==> src/rtl/pipe_ctrl_pkg.sv <==
// Shared types and constants for the pipeline hazard controller.
// Performance counters in the top are built only when HAZ_PERF_CNT_EN is defined.
package pipe_ctrl_pkg;

    typedef enum logic [1:0] {
        RUN      = 2'd0,
        MEM_WAIT = 2'd1,
        DRAIN    = 2'd2,
        HALTED   = 2'd3
    } hazard_state_t;

    localparam logic [1:0] FWD_RF  = 2'b00;
    localparam logic [1:0] FWD_WB  = 2'b01;
    localparam logic [1:0] FWD_MEM = 2'b10;

    localparam int RA_W_DEFAULT = 5;

endpackage

==> src/rtl/pipeline_hazard_ctrl_fwd_unit.sv <==
// Forwarding select for one ALU operand: EX/MEM result wins over MEM/WB,
// and register 0 is never forwarded.
module fwd_unit
    import pipe_ctrl_pkg::*;
#(
    parameter int RA_W = RA_W_DEFAULT
) (
    input  logic [RA_W-1:0] src,
    input  logic [RA_W-1:0] mem_rd,
    input  logic            mem_reg_write,
    input  logic [RA_W-1:0] wb_rd,
    input  logic            wb_reg_write,
    output logic [1:0]      sel
);

    logic mem_hit;
    logic wb_hit;

    assign mem_hit = mem_reg_write && (mem_rd != '0) && (mem_rd == src);
    assign wb_hit  = wb_reg_write && (wb_rd != '0) && (wb_rd == src);

    always_comb begin
        sel = FWD_RF;
        if (mem_hit) begin
            sel = FWD_MEM;
        end else if (wb_hit) begin
            sel = FWD_WB;
        end
    end

endmodule

==> src/rtl/pipeline_hazard_ctrl.sv <==
// Pipeline sequencer: stage enables/flushes, load-use stalls, branch flushes,
// data-memory freezes, halt/drain/resume; perf counters under HAZ_PERF_CNT_EN.
module pipeline_hazard_ctrl
    import pipe_ctrl_pkg::*;
#(
    parameter int RA_W      = RA_W_DEFAULT,
    parameter int DRAIN_CNT = 4,
    parameter int CNT_W     = 32
) (
    input  logic             clk,
    input  logic             rst,
    input  logic [RA_W-1:0]  id_rs,
    input  logic [RA_W-1:0]  id_rt,
    input  logic             id_uses_rt,
    input  logic [RA_W-1:0]  ex_rs,
    input  logic [RA_W-1:0]  ex_rt,
    input  logic [RA_W-1:0]  ex_rd,
    input  logic             ex_mem_read,
    input  logic             ex_branch_taken,
    input  logic [RA_W-1:0]  mem_rd,
    input  logic             mem_reg_write,
    input  logic [RA_W-1:0]  wb_rd,
    input  logic             wb_reg_write,
    input  logic             dmem_req,
    input  logic             dmem_ready,
    input  logic             halt_req,
    input  logic             resume,
    output logic             pc_en,
    output logic             if_id_en,
    output logic             id_ex_en,
    output logic             ex_mem_en,
    output logic             mem_wb_en,
    output logic             if_id_flush,
    output logic             id_ex_flush,
    output logic [1:0]       fwd_a,
    output logic [1:0]       fwd_b,
    output logic             halted,
    output logic [CNT_W-1:0] stall_cycles,
    output logic [CNT_W-1:0] flush_count
);

    localparam int DC_W = $clog2(DRAIN_CNT + 1);

    hazard_state_t   state;
    hazard_state_t   state_nxt;
    logic [DC_W-1:0] drain_cnt;
    logic [DC_W-1:0] drain_cnt_nxt;

    logic [1:0] fwd_a_raw;
    logic [1:0] fwd_b_raw;
    logic       load_use;
    logic       freeze;
    logic       stall_ev;
    logic       flush_ev;

    logic c_pc_en, c_if_id_en, c_id_ex_en, c_ex_mem_en, c_mem_wb_en;
    logic c_if_id_flush, c_id_ex_flush;

    fwd_unit #(.RA_W(RA_W)) u_fwd_a (
        .src           (ex_rs),
        .mem_rd        (mem_rd),
        .mem_reg_write (mem_reg_write),
        .wb_rd         (wb_rd),
        .wb_reg_write  (wb_reg_write),
        .sel           (fwd_a_raw)
    );

    fwd_unit #(.RA_W(RA_W)) u_fwd_b (
        .src           (ex_rt),
        .mem_rd        (mem_rd),
        .mem_reg_write (mem_reg_write),
        .wb_rd         (wb_rd),
        .wb_reg_write  (wb_reg_write),
        .sel           (fwd_b_raw)
    );

    assign load_use = ex_mem_read && (ex_rd != '0) &&
                      ((ex_rd == id_rs) || (id_uses_rt && (ex_rd == id_rt)));
    assign freeze   = dmem_req && !dmem_ready;

    always_comb begin
        state_nxt     = state;
        drain_cnt_nxt = drain_cnt;
        stall_ev      = 1'b0;
        flush_ev      = 1'b0;
        c_pc_en       = 1'b0;
        c_if_id_en    = 1'b0;
        c_id_ex_en    = 1'b0;
        c_ex_mem_en   = 1'b0;
        c_mem_wb_en   = 1'b0;
        c_if_id_flush = 1'b0;
        c_id_ex_flush = 1'b0;

        if (state == HALTED) begin
            if (resume) begin
                state_nxt = RUN;
            end
        end else if (freeze) begin
            // Branch and load-use are not consumed while frozen; they are seen again on release.
            stall_ev = 1'b1;
            if (state == RUN) begin
                state_nxt = MEM_WAIT;
            end
        end else begin
            c_pc_en     = 1'b1;
            c_if_id_en  = 1'b1;
            c_id_ex_en  = 1'b1;
            c_ex_mem_en = 1'b1;
            c_mem_wb_en = 1'b1;
            if (ex_branch_taken) begin
                c_if_id_flush = 1'b1;
                c_id_ex_flush = 1'b1;
                flush_ev      = 1'b1;
            end else if (load_use) begin
                c_pc_en       = 1'b0;
                c_if_id_en    = 1'b0;
                c_id_ex_flush = 1'b1;
                stall_ev      = 1'b1;
            end

            if (state == DRAIN) begin
                // Keep fetch blocked while ID..WB empty out; a taken branch still redirects the PC.
                c_if_id_flush = 1'b1;
                if (!ex_branch_taken) begin
                    c_pc_en = 1'b0;
                end
                if (!stall_ev) begin
                    drain_cnt_nxt = drain_cnt - DC_W'(1);
                    if (drain_cnt == DC_W'(1)) begin
                        state_nxt = HALTED;
                    end
                end
            end else begin
                state_nxt = RUN;
                if (!ex_branch_taken && !load_use && halt_req) begin
                    c_pc_en       = 1'b0;
                    c_if_id_flush = 1'b1;
                    drain_cnt_nxt = DC_W'(DRAIN_CNT);
                    state_nxt     = DRAIN;
                end
            end
        end
    end

    always_ff @(posedge clk or posedge rst) begin
        if (rst) begin
            state     <= RUN;
            drain_cnt <= '0;
        end else begin
            state     <= state_nxt;
            drain_cnt <= drain_cnt_nxt;
        end
    end

    // Reset forces every control output low in the same cycle, before any clock edge.
    assign pc_en       = !rst && c_pc_en;
    assign if_id_en    = !rst && c_if_id_en;
    assign id_ex_en    = !rst && c_id_ex_en;
    assign ex_mem_en   = !rst && c_ex_mem_en;
    assign mem_wb_en   = !rst && c_mem_wb_en;
    assign if_id_flush = !rst && c_if_id_flush;
    assign id_ex_flush = !rst && c_id_ex_flush;
    assign fwd_a       = rst ? FWD_RF : fwd_a_raw;
    assign fwd_b       = rst ? FWD_RF : fwd_b_raw;
    assign halted      = !rst && (state == HALTED);

`ifdef HAZ_PERF_CNT_EN
    logic [CNT_W-1:0] stall_q;
    logic [CNT_W-1:0] flush_q;

    always_ff @(posedge clk or posedge rst) begin
        if (rst) begin
            stall_q <= '0;
            flush_q <= '0;
        end else begin
            if (stall_ev && (stall_q != '1)) begin
                stall_q <= stall_q + CNT_W'(1);
            end
            if (flush_ev && (flush_q != '1)) begin
                flush_q <= flush_q + CNT_W'(1);
            end
        end
    end

    assign stall_cycles = stall_q;
    assign flush_count  = flush_q;
`else
    logic unused_perf;
    assign unused_perf  = stall_ev ^ flush_ev;
    assign stall_cycles = '0;
    assign flush_count  = '0;
`endif

endmodule

==> config.mk <==
export PLATFORM = sky130hd
export DESIGN_NAME = pipeline_hazard_ctrl
export DESIGN_NICKNAME = d
export VERILOG_FILES = /design/src/rtl/pipe_ctrl_pkg.sv /design/src/rtl/pipeline_hazard_ctrl_fwd_unit.sv /design/src/rtl/pipeline_hazard_ctrl.sv
export SDC_FILE = /design/constraint.sdc
export NUM_CORES = 1
export LEC_CHECK = 0
export CAP_MARGIN = 25
export CORE_UTILIZATION = 35
export CTS_CLUSTER_DIAMETER = 80
export DETAILED_ROUTE_END_ITERATION = 6
export HOLD_SLACK_MARGIN = 0.05
export PLACE_DENSITY_LB_ADDON = 0.15
export SLEW_MARGIN = 20
export SYNTH_ARGS = -nofsm -noshare
export SYNTH_HDL_FRONTEND = slang
export SYNTH_HIERARCHICAL = 1
export SYNTH_SLANG_ARGS = --single-unit
export TNS_END_PERCENT = 30
==> constraint.sdc <==
create_clock -name clk -period 3.2 [get_ports clk]
set_clock_uncertainty 0.05 [all_clocks]
set_input_delay 0.64 -clock clk [delete_from_list [all_inputs] [get_ports clk]]
set_output_delay 0.64 -clock clk [all_outputs]
set_load 0.01 [all_outputs]
==> out/qor.yml, run 1 <==
reg2reg_depth: 4
cts_tree: "done"
hold_buffers: 0
status: "completed"
grt_overflow_total: 0
power.share.clock_pct: 18.9
ios: 122
avgSynthCellArea_um2: 7.90
gp_congestion: 0.774
die_h_um: 65.0
cp.arrival_ps: 2460
hpwl_mm: 2.66
drive_gt1_share_pct: 11.6
fin_area_mm2: 0.00186
clock_sinks: 5
final_common_cell: "conb_1"
synthFlopType: "dfrtp_1"
synth-seq-cells: 5
clkTransAtPathRegs_ps: 40
drtPass1Iterations: 4
yosysSeqAreaShare_pct: 9.00
hold_slack_ps: 468
p_sw_w: 0.000256
max_cap_violations: 0
clockBufferDepth: 2
final_cell_mix: "conb_1 (64), clkdlybuf4s50_1 (44), xor2_1 (15), xnor2_1 (11), dlygate4sd2_1 (11)"
fin_ws_ps: 53.0
reg2reg_slack_ps: 1600
yosys_warnings: 6
rows: 22
multi_input_area_um2: 972
wl_mm: 2.94
post_drt_wl_per_cell_um: 10.2
synth-edff-count: 0
min_to: "drain_cnt[1]"
vias: 1159
worstSetupPathType: "primary input to primary output"
cp_max_fo: 3
place_area_mm2: 0.00182
period_needed_ps: 3150
track_usage_pct: 13.8
antenna_left: 0
rsz0062_at_grt: "yes"
num-fill-cells: 390
leakage_nw: 0.893
p_int_w: 0.000365
setup_viol: 0
fmax_ghz: 0.318
combPwrFrac_pct: 62.4
end_kind: "primary output"
grt_first_pass_wirelength_mm: 4.61
n_antenna_cell: 0
start_kind: "primary input"
core_area_mm2: 0.00374
whs_path_depth: 2
timing.rr.end: "drain_cnt[2]"
grt_pass1_vias: 1007
grt_max_degree: 8
synth_cell_types: 37
vdd_ir_drop_max_mv: 0.161
initial_utilization_pct: 37.1
cts_buffers: 3
seq_power_share_pct: 18.7
hp-start: "drain_cnt[1]"
swShare_pct: 41.2
root_buffer: "clkbuf_8"
worst_ep_required_time_ps: 2510
antenna_found_initial: 0
die_area_mm2: 0.00423
r2r_start: "state[1]"
min_path_type: "flip-flop to flip-flop"
stdcell_count: 289
synthArstFlopShare_pct: 100
cts.htree.levels: 1
clkLatencyLatePin_ps: 220
nNetsFinal: 290
cellPowerDensity_mw_per_mm2: 333
chipWidth_um: 65.0
fin_crit_sh_pct: 98.3
syn_area_mm2: 0.00139
cts_setup_buffers: 0
regArea_um2: 125
dr.first_iter.drc_count: 25
hold_viol: 0
postSynthCellCount: 176
placedCellCount: 285
port_buffers: 57
drcViolationCount: 0
dp_slack_ps: -236
drv_slew: 0
syn_to_final_growth_pct: 33.9
vias_per_cell: 4.01
registers in the layout, summed over array words and instances (netlist names):
| register | cells |
|---|---|
| drain_cnt | 3 |
| state | 2 |
synth_stat cells (2+ instances only):
library cell,count,share of area [%]
inv_1,6,1.6
a211oi_2,2,1.8
a21oi_1,4,1.4
nand3_1,7,2.5
xnor2_1,11,6.9
nor2b_1,5,2.3
dfrtp_1,5,9.0
nand2_1,7,1.9
xor2_1,15,9.5
ha_1,2,1.8
nor3_2,2,1.4
nor2_1,10,2.7
nor3_1,6,2.2
nor4_1,2,0.90
o41ai_2,2,2.3
o22ai_1,2,0.90
buf_4,68,37
critical path, stage by stage:
cell	delay, ps
clkdlybuf4s50_1	410
xor2_1	150
nor4_2	380
a32oi_4	180
buf_4	180
nor3_4	160
nor2_1	60
dlygate4sd2_1	280
per-layer routing:
| metal | track usage [%] | up-vias | part of all wire, % |
|---|---|---|---|
| met5 | 0 | - | 0 |
| met2 | 25.9 | 52 | 55 |
| li1 | - | 591 | - |
| met3 | 3.52 | 0 | 7.6 |
| met1 | 15.6 | 516 | 37 |
| met4 | 2.45 | 0 | 0 |
cell families after synthesis:
logic type                 count (synthesis)  synth area share (%)
DFF                                        5                  9.00
buffers and inverters                     75                  38.6
xor gates and xnor gates                  26                  16.4
AOI/OAI and AO/OA                         22                  15.7
adders and majority gates                  2                  1.80
other                                      1                 0.270
and+or+nand+nor                           45                  18.3
cell type report:
cell class | instances | share of cell area (%)
multi-input combinational | 159 | 52.2
tap | 48 | 3.23
inverter | 6 | 1.21
sequential | 5 | 6.72
timing repair buffer | 67 | 34.2
clock buffer | 4 | 2.42
timing repair:
action | 4_1_cts | 5_1_grt
setup endpoints to repair | 7 | 4
gates resized for setup | 13 | 3
pin swaps | 3 | 1
power groups by stage:
stage | logic, W | registers [W] | clock network [W]
6_report | 0.000387 | 0.000116 | 0.000118
4_1_cts | 0.000389 | 0.000116 | 0.000121
3_5_place_dp | 0.000398 | 0.000116 | 0
3_3_place_gp | 0.000397 | 0.000116 | 0
5_1_grt | 0.000431 | 0.000121 | 0.000125
2_1_floorplan | 0.000306 | 0.000110 | 0
through the flow:
stage | power (W) | utilization [%] | TNS, ps
after floorplan | 0.000416 | - | 0
after global placement | 0.000514 | 48.6 | -765
after detailed placement | 0.000514 | 48.6 | -910
after CTS | 0.000625 | 49.5 | -18.2
after global routing | 0.000677 | 49.7 | -32.3
final | 0.000621 | 49.7 | 0
worst max path at each step:
| stage | from | endpoint | slack (ps) | depth (start not counted) |
|---|---|---|---|---|
| after detailed placement | ex_rd[4] | if_id_en | -240 | 8 |
| after CTS | mem_rd[0] | fwd_b[0] | -20 | 6 |
| after floorplan | ex_rd[1] | pc_en | 730 | 5 |
| final | id_rt[0] | if_id_en | 50 | 8 |
| after global placement | ex_rd[3] | if_id_en | -200 | 8 |
| after global routing | id_rt[0] | if_id_en | -30 | 8 |
Power figures use the tool's default switching activity.
==> run 2, diff against run 1 <==
--- a/config.mk
+++ b/config.mk
@@ -5,8 +5,9 @@
 export SDC_FILE = /design/constraint.sdc
 export NUM_CORES = 1
 export LEC_CHECK = 0
+export ABC_CLOCK_PERIOD_IN_PS = 3300
 export CAP_MARGIN = 25
-export CORE_UTILIZATION = 35
+export CORE_UTILIZATION = 32
 export CTS_CLUSTER_DIAMETER = 80
 export DETAILED_ROUTE_END_ITERATION = 6
 export HOLD_SLACK_MARGIN = 0.05
==> constraint.sdc (replaced) <==
create_clock -name clk -period 3.3 [get_ports clk]
set_clock_uncertainty 0.05 [all_clocks]
set_input_delay 0.66 -clock clk [delete_from_list [all_inputs] [get_ports clk]]
set_output_delay 0.66 -clock clk [all_outputs]
set_load 0.01 [all_outputs]
==> run 2 against run 1 <==
Net effect:
- setup slack improved by 1.9 ps
- sequential share of layout area decreased by 0.12 points
- clock-buffer cell count unchanged
- sequential power about the same
- register-to-register slack improved by 40 ps
- die area increased by 9.1%
- critical path depth decreased by 1
- total power decreased by 1.9%
- clock power decreased by 3%
- global-route usage decreased by 0.64 points
- design area increased by 1.7%
- critical path type unchanged
==> out/qor.yml, run 2 (synthesized netlist as in run 1, its figures left out) <==
end_kind: "primary output"
core_area_mm2: 0.00409  # +9.2%
leakage_nw: 0.891  # -0.22%
slowest_delay_ps: 560  # +150 ps
power_w: 0.000609  # -1.9%
seq_power_share_pct: 18.8  # about the same
reg_top3: "drain_cnt (3), state (2)"
hold_viol: 0  # unchanged
rows: 23  # +4.5%
grt_max_degree: 8  # unchanged
root_buffer: "clkbuf_8"
grt_overflow_total: 0  # unchanged
vdd_ir_drop_max_mv: 0.129  # -20%
cp.arrival_ps: 2540  # +80 ps
final_common_cell: "conb_1"
swShare_pct: 41.1  # -0.14 points
cts_tree: "done"
clkLatencyLatePin_ps: 220  # about the same
cp_cell_sequence: "clkdlybuf4s50_1, buf_4, xnor2_1, nand3_1, a211oi_2, nor2b_1, clkdlybuf4s50_1"
worstSetupPathType: "primary input to primary output"
track_usage_pct: 13.2  # -0.64 points
fin_crit_sh_pct: 98.3
postLayoutCoreUtil_pct: 46.4  # -3.4 points
drtPass1Iterations: 4  # unchanged
p_sw_w: 0.000250  # -2.3%
cts_buffers: 3  # unchanged
power.share.clock_pct: 18.7  # -0.2 points
worst_ep_required_time_ps: 2590  # +80 ps
ios: 122  # unchanged
wl_mm: 3.04  # +3.4%
p_int_w: 0.000359  # -1.7%
n_antenna_cell: 0  # unchanged
fmax_ghz: 0.308
drcViolationCount: 0  # unchanged
period_needed_ps: 3250
chipWidth_um: 67.9  # +4.4%
rsz0062_at_grt: "yes"
initial_utilization_pct: 34.0  # -3.1 points
vias_per_cell: 4.01  # about the same
min_path_type: "flip-flop to flip-flop"
vias: 1179  # +1.7%
start_kind: "primary input"
cp_slowest_cell: "clkdlybuf4s50_1"
drive_gt1_share_pct: 12.3  # +0.68 points
max_cap_violations: 0  # unchanged
die_h_um: 67.9  # +4.4%
cpMostUsedCell: "clkdlybuf4s50_1"
dr.first_iter.drc_count: 23  # -8.0%
clkTransAtPathRegs_ps: 30  # about the same
syn_to_final_growth_pct: 36.3
hpwl_mm: 2.68  # +1.0%
nNetsFinal: 293  # +1.0%
clock_sinks: 5  # unchanged
antenna_left: 0  # unchanged
setup_viol: 0  # unchanged
grt_first_pass_wirelength_mm: 4.53  # -1.8%
port_buffers: 57  # unchanged
status: "completed"
post_drt_wl_per_cell_um: 10.3  # +1.6%
cts.htree.levels: 1  # unchanged
die_area_mm2: 0.00461  # +9.1%
top_register: "drain_cnt"
drv_slew: 0  # unchanged
largest_reg_flops: 3  # unchanged
gp_congestion: 0.754  # -2.6%
grt_pass1_vias: 1060  # +5.3%
final_cell_mix: "conb_1 (64), clkdlybuf4s50_1 (51), xor2_1 (15), buf_4 (13), xnor2_1 (11)"
cellPowerDensity_mw_per_mm2: 321  # -3.6%
clockBufferDepth: 2  # unchanged
cts_setup_buffers: 0  # unchanged
cp_max_fo: 3  # unchanged
combPwrFrac_pct: 62.5  # about the same
antenna_found_initial: 0  # unchanged
[run 2: changes by cell type in the layout (fill, tap and decap cells not counted), sizes merged]
cell,delta
dlymetal6s2s,+1
clkdlybuf4s50,+7
dlygate4sd2,-8
buf,+3
[run 2: worst paths after layout]
kind	slack, ps	startpoint	end	depth (start not counted)
max	50	mem_rd[1]	fwd_b[1]	7
min	470	drain_cnt[1]	drain_cnt[1]	2
max reg2reg	1640	state[1]	drain_cnt[1]	4
min reg2reg	470	drain_cnt[1]	drain_cnt[1]	2
max in group asynchronous	2240	rst	drain_cnt[1]	4
min in group asynchronous	850	rst	drain_cnt[2]	4
[run 2: repair_timing]
item / CTS / global route
gates resized for setup: 3 / 4
endpoints found under the setup margin: 4 / 6
hold buffers: 0 / 0
pin swaps: 0 / 3
[run 2: metrics by stage]
step | setup slack, ps | instance area (um^2) | setup TNS [ps] | instances | hold WS (ps)
2_1_floorplan | 791 | 1630 | 0 | 239 | 394
3_3_place_gp | -180 | 1840 | -549 | 290 | 453
3_5_place_dp | -173 | 1840 | -575 | 290 | 464
4_1_cts | -146 | 1880 | -146 | 294 | 472
5_1_grt | -121 | 1890 | -277 | 294 | 525
6_report | 54.8 | 1890 | 0 | 294 | 470
[run 2: final cells by class]
cell class                      count  area [um^2]
Clock buffer                        4         45.0
Fill cell                         444         2190
Inverter                            6         22.5
Multi-Input combinational cell    159          967
Sequential cell                     5          125
Tap cell                           50         62.6
Timing Repair Buffer               70          672
[run 2: layer usage]
metal | GRT usage [%] | vias to the layer above | share of wire (%)
li1 | - | 598 | -
met1 | 15.3 | 517 | 38
met2 | 22.6 | 62 | 51
met3 | 4.50 | 2 | 11
met4 | 3.91 | 0 | 0.56
met5 | 0 | - | 0
[run 2: critical path: cells and delay by family]
kind,cells,cell delay (ps)
AO/OA/AOI/OAI,1,220
buffers and inverters,3,1250
XOR/XNOR,1,110
AND/OR/NAND/NOR,2,280
[run 2: power groups by stage]
stage / clock network, W / registers (W) / logic, W
2_1_floorplan: 0 / 0.000107 / 0.000297
3_3_place_gp: 0 / 0.000116 / 0.000386
3_5_place_dp: 0 / 0.000113 / 0.000389
4_1_cts: 0.000117 / 0.000114 / 0.000384
5_1_grt: 0.000121 / 0.000118 / 0.000430
6_report: 0.000114 / 0.000114 / 0.000380
